## src/rtl/multi_phase_traffic_controller.sv

```systemverilog
// Round-robin traffic controller for NUM_DIR approaches with tick-paced countdown,
// 7-segment readout and manual override. Optional pedestrian walk phase: define PED_WALK_EN.
module multi_phase_traffic_controller #(
    parameter int  NUM_DIR      = 2,
    parameter int  TICK_DIV     = 100000000,
    parameter int  GREEN_TIME   = 9,
    parameter int  YELLOW_TIME  = 3,
    parameter int  ALL_RED_TIME = 1,
    parameter int  WALK_TIME    = 5,
    localparam int DIR_W        = (NUM_DIR > 2) ? $clog2(NUM_DIR) : 1
) (
    input  logic               clk,
    input  logic               reset,
    input  logic               manual_override,
    input  logic [1:0]         manual_state,
    input  logic [DIR_W-1:0]   manual_dir,
`ifdef PED_WALK_EN
    input  logic               ped_req,
    output logic               walk,
`endif
    output logic [NUM_DIR-1:0] R,
    output logic [NUM_DIR-1:0] Y,
    output logic [NUM_DIR-1:0] G,
    output logic [3:0]         time_remaining,
    output logic [7:0]         seg
);

    localparam int               PRE_W      = $clog2(TICK_DIV);
    localparam logic [PRE_W-1:0] PRE_LAST   = PRE_W'(TICK_DIV - 1);
    localparam logic [DIR_W-1:0] PHASE_LAST = DIR_W'(NUM_DIR - 1);

    typedef enum logic [2:0] {
        S_GREEN,
        S_YELLOW,
        S_ALL_RED,
        S_MANUAL
`ifdef PED_WALK_EN
        , S_WALK
`endif
    } state_t;

    function automatic logic [6:0] seg_digit(input logic [3:0] v);
        case (v)
            4'd0:    return 7'h3F;
            4'd1:    return 7'h06;
            4'd2:    return 7'h5B;
            4'd3:    return 7'h4F;
            4'd4:    return 7'h66;
            4'd5:    return 7'h6D;
            4'd6:    return 7'h7D;
            4'd7:    return 7'h07;
            4'd8:    return 7'h7F;
            4'd9:    return 7'h6F;
            default: return 7'h40;
        endcase
    endfunction

    state_t             state_q, state_d;
    logic [DIR_W-1:0]   phase_q, phase_d, phase_next;
    logic [PRE_W-1:0]   presc_q, presc_d;
    logic [3:0]         time_q, time_d;
    logic [NUM_DIR-1:0] r_q, r_d, y_q, y_d, g_q, g_d;
    logic [7:0]         seg_q, seg_d;
    logic               tick;
    logic               man_dir_ok;
`ifdef PED_WALK_EN
    logic               pend_q, pend_d;
    logic               walk_q, walk_d;
`endif

    assign tick       = (presc_q == PRE_LAST);
    assign phase_next = (phase_q == PHASE_LAST) ? '0 : phase_q + 1'b1;
    assign man_dir_ok = (32'(manual_dir) < NUM_DIR);

    always_ff @(posedge clk) begin
        if (reset) begin
            state_q <= S_ALL_RED;
            phase_q <= PHASE_LAST;
            presc_q <= '0;
            time_q  <= 4'(ALL_RED_TIME);
            r_q     <= '1;
            y_q     <= '0;
            g_q     <= '0;
            seg_q   <= {1'b0, seg_digit(4'(ALL_RED_TIME))};
`ifdef PED_WALK_EN
            pend_q  <= 1'b0;
            walk_q  <= 1'b0;
`endif
        end else begin
            state_q <= state_d;
            phase_q <= phase_d;
            presc_q <= presc_d;
            time_q  <= time_d;
            r_q     <= r_d;
            y_q     <= y_d;
            g_q     <= g_d;
            seg_q   <= seg_d;
`ifdef PED_WALK_EN
            pend_q  <= pend_d;
            walk_q  <= walk_d;
`endif
        end
    end

    // Override beats any tick; leaving MANUAL always recovers through a fresh ALL_RED.
    always_comb begin
        state_d = state_q;
        phase_d = phase_q;
        presc_d = presc_q;
        time_d  = time_q;
`ifdef PED_WALK_EN
        pend_d  = pend_q | ped_req;
`endif
        if (manual_override) begin
            state_d = S_MANUAL;
            presc_d = '0;
            time_d  = '0;
        end else if (state_q == S_MANUAL) begin
            state_d = S_ALL_RED;
            presc_d = '0;
            time_d  = 4'(ALL_RED_TIME);
        end else begin
            presc_d = tick ? '0 : presc_q + 1'b1;
            if (tick) begin
                if (time_q > 4'd1) begin
                    time_d = time_q - 4'd1;
                end else begin
                    case (state_q)
                        S_GREEN: begin
                            state_d = S_YELLOW;
                            time_d  = 4'(YELLOW_TIME);
                        end
                        S_YELLOW: begin
                            state_d = S_ALL_RED;
                            time_d  = 4'(ALL_RED_TIME);
                        end
                        S_ALL_RED: begin
`ifdef PED_WALK_EN
                            if (pend_q) begin
                                state_d = S_WALK;
                                time_d  = 4'(WALK_TIME);
                                pend_d  = ped_req;
                            end else begin
                                state_d = S_GREEN;
                                phase_d = phase_next;
                                time_d  = 4'(GREEN_TIME);
                            end
`else
                            state_d = S_GREEN;
                            phase_d = phase_next;
                            time_d  = 4'(GREEN_TIME);
`endif
                        end
`ifdef PED_WALK_EN
                        S_WALK: begin
                            state_d = S_GREEN;
                            phase_d = phase_next;
                            time_d  = 4'(GREEN_TIME);
                        end
`endif
                        default: ;
                    endcase
                end
            end
        end
    end

    always_comb begin
        r_d = '1;
        y_d = '0;
        g_d = '0;
        case (state_d)
            S_GREEN: begin
                g_d[phase_d] = 1'b1;
                r_d[phase_d] = 1'b0;
            end
            S_YELLOW: begin
                y_d[phase_d] = 1'b1;
                r_d[phase_d] = 1'b0;
            end
            S_MANUAL: begin
                if (man_dir_ok) begin
                    case (manual_state)
                        2'b01: begin
                            y_d[manual_dir] = 1'b1;
                            r_d[manual_dir] = 1'b0;
                        end
                        2'b10: begin
                            g_d[manual_dir] = 1'b1;
                            r_d[manual_dir] = 1'b0;
                        end
                        default: ;
                    endcase
                end
            end
            default: ;
        endcase
        seg_d = {state_d == S_MANUAL, seg_digit(time_d)};
`ifdef PED_WALK_EN
        walk_d = (state_d == S_WALK);
`endif
    end

    assign R              = r_q;
    assign Y              = y_q;
    assign G              = g_q;
    assign time_remaining = time_q;
    assign seg            = seg_q;
`ifdef PED_WALK_EN
    assign walk           = walk_q;
`endif

endmodule
```

## config.mk

```make
export PLATFORM = sky130hd
export DESIGN_NAME = multi_phase_traffic_controller
export DESIGN_NICKNAME = d
export VERILOG_FILES = /design/src/rtl/multi_phase_traffic_controller.sv
export SDC_FILE = /design/constraint.sdc
export NUM_CORES = 1
export LEC_CHECK = 0
export ABC_AREA = 1
export CAP_MARGIN = 20
export CORE_UTILIZATION = 58
export CTS_BUF_LIST = sky130_fd_sc_hd__clkbuf_16
export DETAILED_ROUTE_END_ITERATION = 6
export PLACE_DENSITY = 0.8
export SLEW_MARGIN = 20
export SYNTH_ARGS = -nofsm -noshare
export SYNTH_HDL_FRONTEND = slang
export SYNTH_SLANG_ARGS = --single-unit
```

## constraint.sdc

```tcl
create_clock -name clk -period 2.6 [get_ports clk]
set_input_delay 0.26 -clock clk [delete_from_list [all_inputs] [get_ports clk]]
set_output_delay 0.26 -clock clk [all_outputs]
set_load 0.05 [all_outputs]
```

==> key figures, run 1 <==
Status
  – Status: completed

Synthesis
  – Post-synthesis cell count: 381
  – Post-synth design cell area: 2750 µm²
  – Simple-gate share of the synthesized area: 0.423
  – Number of synthesized flops with an enable pin: 0
  – Yosys warns: 0
  – Number of synthesized register bits: 49
  – Dominant cell type by area after synthesis: dfxtp_1
  – Yosys top cell area share: 0.357
  – Async SR Flop Fraction: 0
  – Syn Nets: 398
  – Largest family of logic cells by synthesized area: simple AND/OR/NAND/NOR gates
  – Seq/Total Area, Yosys: 0.357
  – Synth Area per Inst: 7.22 µm²
  – XOR/XNOR Fraction of Synth Area: 0.0318
  – Synth Area in Compound Gates: 0.0660
  – Most frequent cells after synthesis: 88 x nand2_1, 51 x nor2_1, 49 x dfxtp_1
  – Leading post-synthesis cells by cell area: dfxtp_1 36%, nand2_1 12%, nor2_1 7.0%
  – Number of distinct library cells after synthesis: 35
  – Synth Area in Adders: 0.0500
  – Synth Flop Type: dfxtp_1
  – Fraction of synthesized area in multiplexers: 0
  – Most frequent cell after synthesis: nand2_1

Pwr
  – Static leakage power: 1.44 nW
  – Cell Pwr Density: 479 nW/µm²
  – Peak supply drop: 0.348 mV

Hold path
  – Hold EP: presc_q[0]$_SDFF_PP0_
  – HP Start: presc_q[0]$_SDFF_PP0_
  – Hold crit path type: flip-flop to flip-flop
  – Hold Path Depth: 1

STA
  – Final Cycle Share: 0.896
  – Final setup fails: 0
  – Pins over their slew limit: 0
  – RSZ-0062 raised after global routing: false
  – Worst-Margin Slew: 0.495 ns
  – Setup Skew: 0.00628 ns
  – Minimum clock period: 2.33 ns
  – Setup TNS: 0 ns
  – Hold Violations, Final: 0
  – Max Freq: 429 MHz
  – Worst slew margin: 0.669

Layout
  – Share of cells above drive strength 1: 0.103
  – Cell area after layout: 3180 µm²
  – Ant. Diodes: 0
  – Fin nets: 427
  – P&R area growth vs syn: 15.5%
  – Filler cells: 362

Worst setup path
  – Reg-to-reg startpoint: presc_q[0]$_SDFF_PP0_
  – Critical path data required time: 2.78 ns
  – CP arrival: 2.51 ns
  – Reg2Reg Depth: 16
  – Worst Setup End Kind: flip-flop
  – Worst Setup Path Type: flip-flop to flip-flop
  – Reg-to-reg slack, setup: 0.27 ns
  – Critical path peak fanout: 8
  – Reg-to-Reg End: seg[3]$_SDFF_PP0_
  – Startpoint types: flip-flop

Floorplanning
  – I/O pin count: 24
  – Row cnt: 24
  – Starting Density: 0.619
  – DIE WIDTH: 70.9 µm
  – Placeable core area: 4440 µm²
  – Die area: 5020 µm²
  – Die Ht: 70.9 µm

Job
  – MaxCap Viol Count: 0

Drt
  – Wirelength per Cell: 11.7 µm
  – DR vias/cell: 5.33
  – Initial DRT Pass Iterations: 6
  – Routed Antenna Nets: 0
  – DRC: 0
  – Vias: 2457
  – Drt total wl: 5410 µm
  – DRT iter0 DRCs: 116

Global route
  – Total GRT Usage: 0.237
  – Initial antenna violation count: 0
  – Total gr overflow: 0
  – First-pass GRT wire length: 9660 µm
  – Largest net degree at the start of global routing: 15
  – Vias in the first global route: 2253

Place
  – Routability congestion estimate: 0.843
  – Placed cell areas: 3050 µm²
  – IO Port Bufs: 23
  – Post-DP HPWL: 4120 µm

Clock tree
  – CTS tree: done
  – Maximum clock path buffer count: 2
  – Post_cts resized: 0
  – Worst-Skew Late Latency: 0.28 ns
  – CTS Sinks: 49
  – Clk pin slew, worst setup/hold paths: 0.06 ns
  – CTS Hold Buffers Added: 0
  – Max H-tree Level: 2
  – Post-CTS Setup Bufs: 0
  – CTS root buf: clkbuf_16
  – Number of buffers created by CTS: 5
layout by cell type (no fill, tap or decap), drive strengths merged:
cell            n
nor2           61
ha             11
a31oi           1
dfxtp          49
clkbuf          5
xnor2           3
inv            46
nor4            2
o21a            4
nand2          97
and2            1
nor3            6
nor3b           4
o21ai          15
nand3b          4
nand4          12
clkdlybuf4s50  23
a21oi          14
xor2            7
buf             3
nand3          39
clkinv          2
worst max-delay path: stages (launching register included):
cell and delay [ns]:
dfxtp_1 0.35, ha_1 0.18, nand2_1 0.15, nor2_8 0.17, nand2_4 0.10, nor2_8 0.17, nand2_4 0.11, nand2_1 0.07
nand3_1 0.08, nand2_1 0.18, inv_1 0.09, ha_1 0.28, inv_1 0.03, nand2_1 0.08, nand2_1 0.06, nand2_1 0.06
nand2_1 0.04
cells by family (layout without fill, tap and decap cells):
group	after synthesis	count (layout)
xor+xnor	10	10
compound gates	34	34
buf+inv	51	79
fa+ha+maj	11	11
flops	49	49
simple gates	226	226
metrics by stage:
step                      worst slack [ns]  instances  power (mW)  hold slack [ns]  utilization
after detailed placement             0.302        455       0.938            0.438        0.686
final                                0.269        461        1.52            0.448        0.715
after global placement               0.428        455       0.935            0.431        0.686
after floorplan                      0.157        381       0.889            0.389            -
after global routing                0.0888        461        1.58            0.489        0.715
after CTS                            0.276        461        1.54            0.453        0.715
worst max path at each step:
| stage | cells past startpoint | slack [ns] | endpoint | start |
|---|---|---|---|---|
| after floorplan | 16 | 0.16 | seg[3]$_SDFF_PP0_ | time_remaining[0]$_SDFF_PP1_ |
| after global placement | 16 | 0.43 | seg[3]$_SDFF_PP0_ | presc_q[0]$_SDFF_PP0_ |
| after detailed placement | 16 | 0.30 | seg[3]$_SDFF_PP0_ | presc_q[0]$_SDFF_PP0_ |
| after CTS | 16 | 0.28 | seg[3]$_SDFF_PP0_ | presc_q[0]$_SDFF_PP0_ |
| after global routing | 15 | 0.09 | seg[6]$_SDFF_PP0_ | presc_q[0]$_SDFF_PP0_ |
| final | 16 | 0.27 | seg[3]$_SDFF_PP0_ | presc_q[0]$_SDFF_PP0_ |
routing by layer:
layer	routed length [µm]	track usage
met1	2730	0.319
met2	2390	0.387
met3	198	0.0427
met4	80	0.0778
met5	0	0
sequential cells by signal, summed over array words and instances (netlist names):
register,count
presc_q,27
phase_q,1
seg,8
G,2
state_q,3
R,2
time_remaining,4
Y,2
final cells by class:
type                       instances  area, µm²  area share
clock buffer                       5        125      0.0394
clock inverter                     1       5.00     0.00158
inverter                          47        178      0.0559
multi-input combinational        281       1570       0.494
sequential                        49        981       0.309
tap                               52       65.1      0.0205
timing repair buffer              26        253      0.0796
power by group:
group | total (mW) | switching [mW] | leakage (nW) | internal [mW]
clock network | 0.599 | 0.255 | 0.0655 | 0.344
logic | 0.153 | 0.101 | 0.974 | 0.0516
registers | 0.769 | 0.00626 | 0.398 | 0.762
(Power assumes the default switching activity.)
==> run 2: changes to the inputs <==
- CORE_UTILIZATION: 58 -> 62
- PLACE_DENSITY: 0.8 -> 0.85
- clock period: 2.6 -> 2.7 ns (I/O delays scaled with it)
==> key figures, run 2 (synthesis gave the netlist of run 1 again) <==
Clock tree
  – CTS root buf: clkbuf_16
  – Worst-Skew Late Latency: 0.28 ns
  – Max H-tree Level: 2
  – Post-CTS Setup Bufs: 0
  – Clk pin slew, worst setup/hold paths: 0.06 ns
  – CTS Hold Buffers Added: 0
  – Number of buffers created by CTS: 5
  – CTS Sinks: 49
  – Maximum clock path buffer count: 2
  – Post_cts resized: 0
  – CTS tree: done

Floorplanning
  – Row cnt: 23
  – DIE WIDTH: 68.6 µm
  – Die area: 4710 µm²
  – Starting Density: 0.668
  – Die Ht: 68.6 µm
  – I/O pin count: 24
  – Placeable core area: 4120 µm²

STA
  – Fin worst setup slack: 0.323 ns
  – Pins over their slew limit: 0
  – Hold Violations, Final: 0
  – Final Cycle Share: 0.880
  – Max Freq: 421 MHz
  – Minimum clock period: 2.38 ns
  – RSZ-0062 raised after global routing: false
  – Hold_ws: 0.450 ns
  – Setup Skew: 0.00559 ns
  – Setup TNS: 0 ns
  – Final setup fails: 0
  – Worst slew margin: 0.660
  – Worst-Margin Slew: 0.508 ns

Pwr
  – Peak supply drop: 0.311 mV
  – Cell Pwr Density: 465 nW/µm²
  – Total power: 1.49 mW
  – Static leakage power: 1.45 nW

Global route
  – First-pass GRT wire length: 9590 µm
  – Largest net degree at the start of global routing: 16
  – Vias in the first global route: 2224
  – Total GRT Usage: 0.267
  – Total gr overflow: 0
  – Initial antenna violation count: 0

Worst setup path
  – Worst Setup Path Type: flip-flop to flip-flop
  – Critical path peak fanout: 9
  – CP arrival: 2.60 ns
  – Worst Setup End Kind: flip-flop
  – Critical path data required time: 2.92 ns
  – Startpoint types: flip-flop

Drt
  – DRC: 0
  – DRT iter0 DRCs: 160
  – Wirelength per Cell: 12.1 µm
  – Initial DRT Pass Iterations: 4
  – Vias: 2487
  – Drt total wl: 5580 µm
  – DR vias/cell: 5.38
  – Routed Antenna Nets: 0

Layout
  – P&R area growth vs syn: 16.2%
  – Multi-input logic area: 1570 µm²
  – Largest reg by FF count: presc_q
  – Filler cells: 307
  – Cell area after layout: 3190 µm²
  – Leading cell type in the layout, fill and taps excluded: nand2_1
  – Most frequent cells in the layout: 88 x nand2_1, 51 x nor2_1, 49 x dfxtp_1
  – Ant. Diodes: 0
  – Share of cells above drive strength 1: 0.107
  – Fin nets: 428
  – Register area: 981 µm²
  – Final core area utilization: 0.776
  – Max reg flops: 27
  – Non-filler cells in the finished layout: 462

Place
  – Routability congestion estimate: 0.915
  – Placement-stage worst setup slack: 0.382 ns
  – Post-Place Cells: 454
  – Post-DP HPWL: 4220 µm
  – Placed cell areas: 3050 µm²
  – IO Port Bufs: 23

Job
  – MaxCap Viol Count: 0

Hold path
  – Hold crit path type: flip-flop to flip-flop

Status
  – Status: completed
## run 2: cell types whose count changed in the layout (fill, tap and decap cells not counted), sizes merged
cell | before | now
buf | 3 | 4
clkinv | 2 | 4
## run 2: final cells by class
class                           instances  share of cell area
Sequential cell                        49               0.307
Timing Repair Buffer                   27              0.0815
Inverter                               47              0.0556
Clock buffer                            5              0.0392
Clock inverter                          3             0.00548
Multi-Input combinational cell        281               0.492
Tap cell                               50              0.0196
## run 2: final timing paths
path / startpoint / end / slack [ns] / depth (start not counted)
max reg2reg: time_remaining[0]$_SDFF_PP1_ / seg[6]$_SDFF_PP0_ / 0.32 / 16
min reg2reg: presc_q[0]$_SDFF_PP0_ / presc_q[0]$_SDFF_PP0_ / 0.45 / 1
min: presc_q[0]$_SDFF_PP0_ / presc_q[0]$_SDFF_PP0_ / 0.45 / 1
max: time_remaining[0]$_SDFF_PP1_ / seg[6]$_SDFF_PP0_ / 0.32 / 16
## run 2: routing by layer
| layer | track usage | share of wire | up-vias | wire [µm] |
|---|---|---|---|---|
| met5 | 0 | 0 | - | 0 |
| met4 | 0.112 | 0.021 | 0 | 119 |
| met3 | 0.0493 | 0.054 | 12 | 300 |
| li1 | - | - | 1284 | - |
| met1 | 0.359 | 0.47 | 1110 | 2630 |
| met2 | 0.417 | 0.45 | 81 | 2530 |
## run 2: critical path: stages, from the launching register on
cell	delay [ns]
dfxtp_1	0.42
inv_1	0.11
ha_1	0.24
nor2_1	0.19
nor2_4	0.09
inv_1	0.15
nand2_1	0.07
nand2_1	0.08
nand3_1	0.08
nand3_2	0.17
inv_1	0.11
ha_1	0.22
inv_1	0.06
nand4_1	0.12
nand2_1	0.09
nor2_1	0.04
nor2_1	0.08
## run 2: power breakdown
| part | switching, mW | leakage [nW] | internal (mW) | total [mW] |
|---|---|---|---|---|
| Sequential | 0.00668 | 0.398 | 0.734 | 0.741 |
| Clock | 0.255 | 0.0712 | 0.340 | 0.595 |
| Combinational | 0.0988 | 0.979 | 0.0506 | 0.149 |
| Total | 0.361 | 1.45 | 1.12 | 1.49 |
==> variant 1, RTL diff (settings of run 1) <==
Make the reset (`reset`) asynchronous in one clocked block.
--- a/src/rtl/multi_phase_traffic_controller.sv
+++ b/src/rtl/multi_phase_traffic_controller.sv
@@ -72,7 +72,7 @@
     assign phase_next = (phase_q == PHASE_LAST) ? '0 : phase_q + 1'b1;
     assign man_dir_ok = (32'(manual_dir) < NUM_DIR);
 
-    always_ff @(posedge clk) begin
+    always_ff @(posedge clk or posedge reset) begin
         if (reset) begin
             state_q <= S_ALL_RED;
             phase_q <= PHASE_LAST;
Formal check against the unedited RTL: differs if reset is asserted again (counterexample within 4 cycles, from zero or initial values and one cycle with reset high); with reset held inactive, the same outputs for 10 cycles.
==> variant 1 against run 1 <==
Synthesized area up 9.7%; setup slack worse by 0.032 ns; sequential cell count unchanged; total power up 3.8%; design area up 9.0%; fmax down 1.4%; global-route usage up 1.9 points; wire length up 15%.
==> variant 1: results (changes against run 1) <==
- Family with the most delay on the worst path: flip-flops
- Fillers: 380 (+5.0%)
- Root Driver: clkbuf_16
- Status: finished, final reports clean
- First-pass GRT wire length: 10.8 mm (+12%)
- Final nets: 437 (+2.3%)
- Via count: 2568 (+4.5%)
- Largest cells by area after synthesis: dfrtp_1 35%, nand2_1 12%, dfstp_2 6.1%, nor2_1 6.0%, inv_1 5.7%
- Gr usage total: 25.6% (+1.9 points)
- Commonest cells in the netlist: 94 x nand2_1, 48 x nor2_1, 46 x inv_1, 42 x dfrtp_1, 25 x nor3_1
- DR WL/cell: 12.7 um (+8.3%)
- Mapped Cells: 392 (+2.9%)
- Placed Cells incl. Taps: 480 (+5.5%)
- Vias in the first global route: 2429 (+7.8%)
- Dpl ws: 0.221 ns (-0.0811 ns)
- Cts bufs inserted: 5 (unchanged)
- Layout cells sized above 1: 14.7% (+4.5 points)
- Via density: 5.26 (-1.3%)
- Sequential area share after synthesis: 40.9% (+5.3 points)
- Worst hold-check path type: input port to asynchronous set/reset pin
- Syn Nets: 409 (+2.8%)
- Slew margin rel.: 60.0% (-6.9 points)
- Leak: 1.59 nW (+10%)
- Synth unique cells: 36 (+2.9%)
- Crit Path Max Fanout: 9 (+1)
- DRT iter0 DRCs: 208 (+79%)
- Critical Path Slowest Stage Cell: dfstp_2
- Final HPWL DP: 4.56 mm (+11%)
- Longest Clk Path Bufs: 2 (unchanged)
- Clk slew on worst S/H paths: 0.06 ns (about the same)
- Worst Path Arrival: 2.54 ns (+0.03 ns)
- Fraction of registers with async set/reset: 100% (+100 points)
- Max FFs per register: 27 (unchanged)
- Pin count of the biggest net entering global routing: 50 (+35)
- Initial antenna violation count: 0 (unchanged)
- R2R depth: 13 (-3)
- Max rail drop VDD: 313 uV (-9.9%)
- TritonRoute pass-1 iters: 4 (-2)
- Final Wtd Congestion: 0.896 (+6.3%)
- Ys flop type: dfrtp_1
- Final Skew: 0.00372 ns (-0.00256 ns)
- CTS H-tree depth: 2 (unchanged)
- Area after DPL: 3320 um^2 (+9.0%)
- Highest cell delay on the worst timing path: 0.56 ns (+0.21 ns)
variant 1: cell types whose count changed in the layout (fill, tap and decap cells not counted), moves of 5 or more:
| cell | run 1 | this run |
|---|---|---|
| nor3_1 | 5 | 25 |
| dfxtp_1 | 49 | 0 |
| nand3_1 | 34 | 24 |
| inv_2 | 4 | 9 |
| nand2_1 | 88 | 93 |
| dfstp_2 | 0 | 7 |
| dfrtp_1 | 0 | 42 |
variant 1: worst paths after layout:
check	start	endpoint	slack, ns
setup / recovery	time_remaining[0]$_DFF_PP1_	seg[3]$_DFF_PP0_	0.24
hold / removal	reset	presc_q[1]$_DFF_PP0_	0.47
setup reg to reg	time_remaining[0]$_DFF_PP1_	seg[3]$_DFF_PP0_	0.24
hold reg to reg	presc_q[26]$_DFF_PP0_	presc_q[26]$_DFF_PP0_	0.47
max in group asynchronous	reset	presc_q[11]$_DFF_PP0_	1.72
min in group clk	presc_q[26]$_DFF_PP0_	presc_q[26]$_DFF_PP0_	0.47
variant 1: power by group:
part | switching [mW] | total (mW) | internal (mW)
Sequential | 0.00850 | 0.786 | 0.778
Clock | 0.268 | 0.618 | 0.350
Combinational | 0.119 | 0.175 | 0.0557
Total | 0.396 | 1.58 | 1.18
variant 1: cell families after synthesis:
group,count (synthesis),synth area share [%]
buffers and inverters,61,8.33
AO/OA/AOI/OAI,30,5.60
AND/OR/NAND/NOR,233,38.3
flip-flops,49,40.9
adder cells (fa/ha/maj),11,4.56
XOR/XNOR,8,2.32
variant 1: tightest hold or removal path, stage by stage:
cell and delay [ns]:
clkdlybuf4s50_1 0.42, inv_2 0.05, buf_4 0.49
variant 1: what timing repair did:
action | in CTS | in global routing
buffers inserted | 0 | 0
gates resized for setup | 0 | 1
setup endpoints to repair | 0 | 3
variant 1: routing by layer:
layer  track usage, %  up-vias  wire [um]
met5                0        -          0
met4             8.12        0        102
met3             4.47       10        241
met2             43.9       49       3130
met1             32.8     1196       2730
li1                 -     1313          -
variant 1: cell type report:
| type | count | area (um^2) | area share, % |
|---|---|---|---|
| multi-input combinational | 282 | 1530 | 44.3 |
| sequential | 49 | 1230 | 35.7 |
| timing repair buffer | 27 | 260 | 7.51 |
| inverter | 55 | 211 | 6.11 |
| clock buffer | 5 | 125 | 3.61 |
| tap | 67 | 83.8 | 2.42 |
| clock inverter | 3 | 13.8 | 0.397 |
==> variant 2, RTL diff (config.mk and constraints of run 1) <==
Made on the original files. The parameter `TICK_DIV` goes from 100000000 to 400000000.
--- a/src/rtl/multi_phase_traffic_controller.sv
+++ b/src/rtl/multi_phase_traffic_controller.sv
@@ -2,7 +2,7 @@
 // 7-segment readout and manual override. Optional pedestrian walk phase: define PED_WALK_EN.
 module multi_phase_traffic_controller #(
     parameter int  NUM_DIR      = 2,
-    parameter int  TICK_DIV     = 100000000,
+    parameter int  TICK_DIV     = 400000000,
     parameter int  GREEN_TIME   = 9,
     parameter int  YELLOW_TIME  = 3,
     parameter int  ALL_RED_TIME = 1,
Behaviour: no difference found for any inputs over 10 cycles, from zero or initial values and one cycle with reset high; that may be too few to reach the edited logic, so the function may still have changed.
==> variant 2 against run 1 <==
Sequential power grew 4.0%; synthesized area grew 5.6%; sequential share of layout area shrank 0.61 points; first-iteration DRC count grew 53%; clock skew shrank 0.0017 ns; wire length grew 22%; total power grew 4.7%; critical path depth shrank 1; setup slack gained 0.0068 ns; sequential cell count grew 2; fmax grew 0.29%; design area grew 6.3%; largest power group unchanged.
==> variant 2: results (changes against run 1) <==
- Commonest cells in the netlist: 109 x nand2_1, 59 x inv_1, 51 x dfxtp_1, 42 x nor2_1, 36 x nand3_1
- Placed Cells incl. Taps: 524 (+15%)
- Final Wtd Congestion: 0.932 (+11%)
- Synth Area in Compound Gates: 8.92% (+2.3 points)
- Fillers: 408 (+13%)
- Leak: 1.42 nW (-1.3%)
- Post-synthesis adder-cell area fraction: 4.74% (-0.27 points)
- DR WL/cell: 12.4 um (+6.1%)
- DRT iter0 DRCs: 178 (+53%)
- Via density: 5.32 (-0.19%)
- Syn Nets: 451 (+13%)
- Max FFs per register: 29 (+7.4%)
- Worst Path Arrival: 2.50 ns (about the same)
- Final Skew: 0.00457 ns (-0.00171 ns)
- Net switching power figure: 0.390 mW (+7.5%)
- Status: finished, final reports clean
- R2R depth: 15 (-1)
- Pin count of the biggest net entering global routing: 18 (+3)
- Max rail drop VDD: 442 uV (+27%)
- Gr usage total: 26.9% (+3.2 points)
- First-pass GRT wire length: 11.1 mm (+15%)
- Worst r2r src: presc_q[1]$_SDFF_PP0_
- Area after DPL: 3230 um^2 (+5.9%)
- Highest cell delay on the worst timing path: 0.37 ns (+0.02 ns)
- Drt total wl: 6.62 mm (+22%)
- Largest cells by area after synthesis: dfxtp_1 35%, nand2_1 14%, inv_1 7.6%, nand3_1 6.2%, nor2_1 5.4%
- Synth unique cells: 36 (+2.9%)
- Fraction of synthesized cell area in xor and xnor cells: 1.21% (-2.0 points)
- TritonRoute pass-1 iters: 4 (-2)
==> variant 2: cell types whose count changed in the layout (fill, tap and decap cells not counted), sizes merged, moves of 3 or more <==
cell,delta
nor3,+18
nor2,-11
xor2,-5
a21oi,+10
o21ai,+4
nand2,+18
nand3b,-4
inv,+18
or2,+6
o21a,-3
==> variant 2: area by class of cell <==
cell class / instances / share of cell area [%]
flip-flops and latches: 51 / 30.3
well taps: 67 / 2.48
multi-input cells: 314 / 47.9
repair buffers: 28 / 7.93
inverters: 64 / 7.11
clock inverters: 3 / 0.593
clock buffers: 5 / 3.71
==> variant 2: power by group through the flow <==
stage	logic [mW]	clock network, mW	registers, mW
floorplan	0.0669	0	0.848
global placement	0.147	0	0.816
detailed placement	0.149	0	0.817
CTS	0.150	0.652	0.799
global route	0.166	0.691	0.800
finish	0.150	0.642	0.800
==> variant 2: layer usage <==
metal,up-vias,wire [um],track usage [%]
li1,1459,-,-
met4,0,169,12.0
met2,86,3280,46.7
met3,18,337,4.70
met1,1267,2830,32.5
met5,-,0,0
==> variant 2: worst max-delay path by stage <==
stage / from / to / slack (ns) / cells after the start
2_1_floorplan: time_remaining[0]$_SDFF_PP1_ / seg[1]$_SDFF_PP1_ / 0.14 / 14
3_3_place_gp: presc_q[0]$_SDFF_PP0_ / seg[1]$_SDFF_PP1_ / 0.31 / 15
3_5_place_dp: presc_q[0]$_SDFF_PP0_ / seg[1]$_SDFF_PP1_ / 0.19 / 15
4_1_cts: presc_q[0]$_SDFF_PP0_ / seg[1]$_SDFF_PP1_ / 0.17 / 15
5_1_grt: presc_q[1]$_SDFF_PP0_ / seg[1]$_SDFF_PP1_ / 0.01 / 15
6_report: presc_q[1]$_SDFF_PP0_ / seg[1]$_SDFF_PP1_ / 0.28 / 15
==> variant 2: cells by family (layout without fill, tap and decap cells) <==
| kind of cell | after synthesis | in the layout |
|---|---|---|
| and+or+nand+nor | 251 | 251 |
| adders and majority gates | 11 | 11 |
| DFF | 51 | 51 |
| AOI/OAI and AO/OA | 48 | 48 |
| buffers and inverters | 69 | 100 |
| xor gates and xnor gates | 4 | 4 |
==> variant 2: per-stage QoR <==
| step | power (mW) | hold WS, ns |
|---|---|---|
| floorplan | 0.915 | 0.353 |
| CTS | 1.60 | 0.475 |
| global route | 1.66 | 0.472 |
| finish | 1.59 | 0.444 |
| global placement | 0.964 | 0.445 |
| detailed placement | 0.966 | 0.459 |
==> variant 2: worst reg2reg max path, stage by stage (launching register included) <==
cell	delay (ns)
dfxtp_1	0.37
ha_2	0.24
nand3_2	0.13
inv_2	0.09
nand2_2	0.08
nor2_4	0.18
nand2_4	0.10
inv_1	0.08
nand2_1	0.05
nand3_1	0.08
nand2_2	0.10
inv_1	0.11
ha_1	0.23
or2_1	0.24
nand2_1	0.06
nand3_1	0.07
